--- config.mk ---
export PLATFORM = sky130hd
export DESIGN_NAME = mem_wb_stage
export DESIGN_NICKNAME = d
export VERILOG_FILES = /design/src/rtl/mem_wb_stage.sv
export SDC_FILE = /design/constraint.sdc
export NUM_CORES = 1
export LEC_CHECK = 0
export BUFFER_PORTS_ARGS = -buffer_cell sky130_fd_sc_hd__clkbuf_2
export CAP_MARGIN = 20
export CORE_AREA = 2 2 188 144
export CTS_CLUSTER_DIAMETER = 80
export DETAILED_ROUTE_END_ITERATION = 12
export DIE_AREA = 0 0 190 146
export GPL_TIMING_DRIVEN = 0
export PLACE_DENSITY = 0.67
export SLEW_MARGIN = 0
export SYNTH_ARGS = -nofsm -noshare
export SYNTH_HDL_FRONTEND = slang
export SYNTH_SLANG_ARGS = --single-unit
export TNS_END_PERCENT = 20
--- constraint.sdc ---
create_clock -name Clk -period 4.2 [get_ports Clk]
set_clock_uncertainty 0.15 [all_clocks]
set_input_delay 0.21 -clock Clk [delete_from_list [all_inputs] [get_ports Clk]]
set_output_delay 0.21 -clock Clk [all_outputs]
set_load 0.02 [all_outputs]
--- src/rtl/mem_wb_stage.sv ---
// MEM/WB pipeline register: registers the four write-back candidates and control, waits for multi-cycle loads.
// Optional retired-instruction counter enabled by defining MEM_WB_RETIRE_CNT_EN.
module mem_wb_stage #(
    parameter int unsigned DATA_WIDTH     = 32,
    parameter int unsigned REG_ADDR_WIDTH = 5
`ifdef MEM_WB_RETIRE_CNT_EN
    ,
    parameter int unsigned CNT_WIDTH      = 32
`endif
) (
    input  logic                      Clk,
    input  logic                      Reset_n,
    input  logic                      in_valid,
    input  logic [DATA_WIDTH-1:0]     in_alu_result,
    input  logic [DATA_WIDTH-1:0]     in_mem_rdata,
    input  logic [DATA_WIDTH-1:0]     in_link_addr,
    input  logic [DATA_WIDTH-1:0]     in_imm_upper,
    input  logic [1:0]                in_wb_sel,
    input  logic                      in_reg_write,
    input  logic [REG_ADDR_WIDTH-1:0] in_dest_reg,
    input  logic                      in_is_load,
    input  logic                      mem_ready,
    input  logic                      flush,
    output logic                      out_valid,
    output logic [DATA_WIDTH-1:0]     out_alu_result,
    output logic [DATA_WIDTH-1:0]     out_mem_rdata,
    output logic [DATA_WIDTH-1:0]     out_link_addr,
    output logic [DATA_WIDTH-1:0]     out_imm_upper,
    output logic [1:0]                out_wb_sel,
    output logic                      out_reg_write,
    output logic [REG_ADDR_WIDTH-1:0] out_dest_reg,
    output logic                      stall_out
`ifdef MEM_WB_RETIRE_CNT_EN
    ,
    output logic [CNT_WIDTH-1:0]      retire_count
`endif
);

    typedef enum logic {
        RUN,
        WAIT_MEM
    } state_t;

    state_t                    state;
    logic [DATA_WIDTH-1:0]     holdAlu;
    logic [DATA_WIDTH-1:0]     holdLink;
    logic [DATA_WIDTH-1:0]     holdImm;
    logic [1:0]                holdSel;
    logic                      holdRegWrite;
    logic [REG_ADDR_WIDTH-1:0] holdDest;

    logic captureLoad;
    logic retire;

    // A load entering without its data parks in the hold registers instead of the outputs.
    assign captureLoad = (state == RUN) && in_valid && in_is_load && !mem_ready && !flush;

    assign retire = !flush &&
                    (((state == RUN) && in_valid && !(in_is_load && !mem_ready)) ||
                     ((state == WAIT_MEM) && mem_ready));

    // Gated by reset so upstream never sees a stall while the pipeline is held in reset.
    assign stall_out = Reset_n &&
                       (((state == WAIT_MEM) && !flush && !mem_ready) || captureLoad);

    always_ff @(posedge Clk or negedge Reset_n) begin
        if (!Reset_n) begin
            state          <= RUN;
            holdAlu        <= '0;
            holdLink       <= '0;
            holdImm        <= '0;
            holdSel        <= '0;
            holdRegWrite   <= 1'b0;
            holdDest       <= '0;
            out_valid      <= 1'b0;
            out_alu_result <= '0;
            out_mem_rdata  <= '0;
            out_link_addr  <= '0;
            out_imm_upper  <= '0;
            out_wb_sel     <= '0;
            out_reg_write  <= 1'b0;
            out_dest_reg   <= '0;
        end else begin
            out_valid     <= retire;
            out_reg_write <= 1'b0;
            case (state)
                RUN: begin
                    if (captureLoad) begin
                        holdAlu      <= in_alu_result;
                        holdLink     <= in_link_addr;
                        holdImm      <= in_imm_upper;
                        holdSel      <= in_wb_sel;
                        holdRegWrite <= in_reg_write;
                        holdDest     <= in_dest_reg;
                        state        <= WAIT_MEM;
                    end else begin
                        out_alu_result <= in_alu_result;
                        out_mem_rdata  <= in_mem_rdata;
                        out_link_addr  <= in_link_addr;
                        out_imm_upper  <= in_imm_upper;
                        out_wb_sel     <= in_wb_sel;
                        out_dest_reg   <= in_dest_reg;
                        out_reg_write  <= retire && in_reg_write && (in_dest_reg != '0);
                    end
                end
                WAIT_MEM: begin
                    if (flush) begin
                        state <= RUN;
                    end else if (mem_ready) begin
                        out_alu_result <= holdAlu;
                        out_mem_rdata  <= in_mem_rdata;
                        out_link_addr  <= holdLink;
                        out_imm_upper  <= holdImm;
                        out_wb_sel     <= holdSel;
                        out_dest_reg   <= holdDest;
                        out_reg_write  <= holdRegWrite && (holdDest != '0);
                        state          <= RUN;
                    end
                end
                default: state <= RUN;
            endcase
        end
    end

`ifdef MEM_WB_RETIRE_CNT_EN
    always_ff @(posedge Clk or negedge Reset_n) begin
        if (!Reset_n) begin
            retire_count <= '0;
        end else if (retire) begin
            retire_count <= retire_count + CNT_WIDTH'(1);
        end
    end
`endif

endmodule

Yosys cells after proc, flatten, opt, wreduce, memory -nomap -nowiden
Cells that the tools add are included.
Storage, ports and cells
  bits of input ports: 142
  logic and storage cells: 74
  output and inout port bits: 138
  bits in registers: 242
Operators by class
  multiplexer cells: 32
  reductions and logical operators: 23
  bitwise gates (word level): 1
  equal/unequal tests: 3
Operators by type and width (number)
  32-bit two-way mux: 12
  32-bit case mux with 2 select lines: 4
  5-bit two-way mux: 3
  1-bit logical AND: 14
  5-bit case mux with 2 select lines: 1
  5-bit nonzero test: 2
  1-bit two-way mux: 6
  2-bit two-way mux: 3
  2-bit != test, second input constant: 3
  1-bit case mux with 2 select lines: 2
  2-bit case mux with 2 select lines: 1
  1-bit zero test: 3
  3-bit AND reduction: 1
  1-bit logical OR: 2
  2-bit AND reduction: 1
  1-bit NOT: 1

Logic depth before layout (Yosys ltp)
  word-level depth: 10
  gate-level depth with buffers: 6
  gate-level depth less buffers: 3

Worst setup path before layout
No wires, ideal clock.
  path type: register to register
  from: register state
  to: register out_link_addr[15]
  data required time: 3922 ps
  arrival: 1662 ps
  period minus slack after synthesis: 1939 ps
  path buffers: 3
  setup slack: 2261 ps
  stages on the path, launching flop included: 6
  library setup time: 128 ps
  cell sequence: dfrtp_1 buf_2 buf_2 buf_1 mux2_2 mux2_1
On the way
  longest elaborated chain between the ends: 7
  elaborated cells on any way between the ends: 10
  those cells by class: 3 x eq/ne; 1 x mux; 1 x bitwise; 5 x reduce/logical
Ends and longest elaborated chain
  start, declared: line 44  | state_t state;
  start signal, assigned: line 68  | state <= RUN;
  start signal, assigned: line 95  | state <= WAIT_MEM;
  start signal, assigned: line 108  | state <= RUN;
  1-bit NOT (no source line)
  1-bit logical AND (4 in series): line 56  | assign captureLoad = (state == RUN) && in_valid && in_is_load && !mem_ready && !flush;
  2-bit != test (no source line)
  3-bit AND reduction (no source line)
  end signal, assigned: line 99  | out_link_addr <= in_link_addr;
  end signal, assigned: line 112  | out_link_addr <= holdLink;
  end, declared: line 27  | output logic [DATA_WIDTH-1:0] out_link_addr,
Parallel ways exist; a longest one is shown, timed or not.
A chain may end at the register's enable or synchronous reset.

Final worst setup path
  from: register state
  to: output port stall_out
On the way
  longest elaborated chain between the ends: 7
  elaborated cells on any way between the ends: 9
  those cells by class: 1 x bitwise; 8 x reduce/logical
Ends and longest elaborated chain
  1-bit NOT (no source line)
  1-bit logical AND (4 in series): line 56
  1-bit logical OR (*): line 64  | (((state == WAIT_MEM) && !flush && !mem_ready) || captureLoad);
  1-bit logical AND (*): line 63  | assign stall_out = Reset_n &&
  end, declared: line 32  | output logic stall_out
Every way passes the cells marked *; elsewhere a longest branch is shown, timed or not.

==> run_results.csv <==
group,metric,value,unit
status,status,"finished, final reports clean",
layout,antenna_cells,0,
job,drv_cap,0,
clocking,cts_htree_levels,1,
place,portBuffers,279,
grt,antenna_found_initial,0,
clocking,clock_latency,0.52,ns
layout,fin_area,0.0144,mm²
worst_setup_path,r2r-end,"out_valid$_DFF_PN0_",
yosys,synth_area_per_cell,16.0,µm²
grt,grt-ovfl-total,0,
die,core_area,0.0257,mm²
worst_setup_path,crit_required,3.84,ns
place,post-dp-hpwl,16400,µm
worst_setup_path,worstPathMaxFanout,10,
worst_setup_path,critical_path_arrival,2.44,ns
yosys,seq_area_frac_synth,59.2,%
clocking,cts-root-buf,"clkbuf_16",
yosys,syn_nets,780,
timing,slew_viol_final,0,
yosys,synth_area_leaders,"dfrtp_1, mux2_2, mux2_1, buf_4, buf_2",
yosys,yosysUniqueCellTypes,20,
layout,nNetsFinal,1232,
yosys,synthCells,638,
clocking,cts_num_sinks,242,
layout,fin_util,55.9,%
detailed_routing,num_vias,6905,
worst_setup_path,reg2regPathDepth,7,
yosys,ys.warnings.count,0,
worst_setup_path,rr_startpoint,"state$_DFF_PN0_",
worst_setup_path,criticalPathCategory,"reg2out",
detailed_routing,drtIter0Drc,195,
detailed_routing,ant_nets,0,
grt,grt_pass1_vias,7495,
clocking,cts_buffer_depth,3,
timing,fin_crit_sh,66.6,%
timing,hold_viol,0,
die,die_h,146,µm
grt,grt_pass1_wl,38800,µm
worst_setup_path,rrSetupSlack,1.73,ns
worst_setup_path,cp-start-kind,"flip-flop",
worst_setup_path,worstSetupEndpointType,"output port",
place,post_dp_cell_area,0.0121,mm²
worst_hold_path,hp-class,"in2async",
timing,finalSetupTns,0,ns
place,dp_slack,1.78,ns
layout,syn2layout_area_growth,40.5,%
yosys,synth.top_cell.area_share,59.2,%
detailed_routing,wirelength,24000,µm
die,dieArea,0.0277,mm²
die,rows,51,
clocking,clkSlewWorstSetupHoldPaths,0.06,ns
grt,grtUsageTotal,17.3,%
clocking,cts_resized,0,
pwr,leakage,0.00660,µW
clocking,cts_tree,"done",
die,start_util,39.8,%
yosys,yosysTopAreaCell,"dfrtp_1",
detailed_routing,drtPass1Iterations,4,
detailed_routing,drc,0,
clocking,cts_buffers,26,
die,pin_count,280,
pwr,ir_worst_vdd,0.000304,V
pwr,p_per_area,430,mW/mm²
die,die_w,190,µm
place,place.gp.congestion,0.755,
timing,fin_ws,1.40,ns
yosys,ys_seq_elements,242,
detailed_routing,vias_per_cell,4.76,
timing,finalSetupViolations,0,
place,placed_cells,1263,
timing,fmax,358,MHz
timing,period_needed,2.80,ns
layout,drive_gt1_share,60.5,%
yosys,synth_area,0.0102,mm²
timing,rsz0062_at_grt,"no",
layout,final_cells,1452,
timing,slew_headroom,57.5,%
timing,worst_pin_slew,0.638,ns
grt,grt_max_degree,102,
detailed_routing,wire_per_inst,16.5,µm
[power breakdown]
part	total (µW)	switching (µW)	internal, µW	leakage (µW)
combinational	1100	505	596	0.00332
sequential	2870	173	2700	0.00288
clock	2210	903	1310	0.000407
total	6190	1580	4610	0.00660
[cells in the mapped netlist]
cell       number
nand2_1         1
clkbuf_1        6
o2111ai_1       2
mux2_2        320
mux2i_1         1
and2_1          1
a21oi_1         2
nor4_2          1
nand2b_1        1
mux2_1         22
buf_1           2
dfrtp_1       242
buf_2          17
or2_2           1
and3b_1         1
buf_4          12
inv_1           2
a211oi_1        1
o22ai_2         1
or4_1           2
[worst max-delay path, stage by stage, from the launching register on]
cell      delay, ns
dfrtp_1        0.32
buf_2          0.23
buf_2          0.31
buf_2          0.32
inv_1          0.12
a211oi_1       0.25
and2_1         0.17
clkbuf_2       0.19
[per-stage QoR]
step | total power, µW | hold slack (ns)
4_1_cts | 6270 | 0.0292
5_1_grt | 6510 | 0.0764
3_5_place_dp | 3920 | 0.0266
2_1_floorplan | 3520 | -0.236
6_report | 6190 | 0.0450
3_3_place_gp | 3870 | 0.275
[placed cells by master, fill, tap and decap left out, drive strengths merged]
cell	instances
a21oi	2
nor4	1
or2	1
clkinv	3
or4	2
mux2i	1
clkbuf	325
mux2	342
and2	1
nand2	1
bufinv	1
a211oi	1
o22ai	1
buf	33
nand2b	1
dfrtp	242
o2111ai	2
and3b	1
inv	4
dlygate4sd3	143
[layout make-up]
| type | instances | area (µm²) |
|---|---|---|
| Sequential cell | 242 | 6060 |
| Inverter | 2 | 7.51 |
| Clock inverter | 6 | 62.6 |
| Tap cell | 344 | 430 |
| Fill cell | 2083 | 11300 |
| Clock buffer | 40 | 764 |
| Timing Repair Buffer | 424 | 2890 |
| Multi-Input combinational cell | 357 | 3970 |
| Buffer | 37 | 205 |
[repair_timing]
item | 4_1_cts | 5_1_grt
endpoints found under the hold margin | 383 | 0
setup buffers | 0 | 0
hold buffers | 143 | 0
[how the worst max path moves through the flow]
stage                                from                            end  slack (ns)  cells after the start
after floorplan           state$_DFF_PN0_  out_link_addr[15]$_DFFE_PN0P_        2.26                      5
after global placement            Reset_n   out_mem_rdata[7]$_DFFE_PN0P_       -2.38                      1
after detailed placement  state$_DFF_PN0_        holdAlu[26]$_DFFE_PN0P_        1.78                      5
after CTS                 state$_DFF_PN0_                      stall_out        1.32                      7
after global routing      state$_DFF_PN0_                      stall_out        1.15                      7
final                     state$_DFF_PN0_                      stall_out        1.40                      7
[metal layers]
layer  vias to the layer above  part of all wire (%)  track usage, %
li1                       3223                     -               -
met2                       175                    46            28.2
met1                      3447                    45            22.7
met5                         -                     0               0
met4                         0                   3.2            5.85
met3                        60                   5.9            4.36
[cell families after synthesis]
kind of cell	synth area share, %
flops	59.2
simple gates	0.575
compound gates	0.465
mux	37.7
buf+inv	2.08
(Power assumes the default switching activity.)
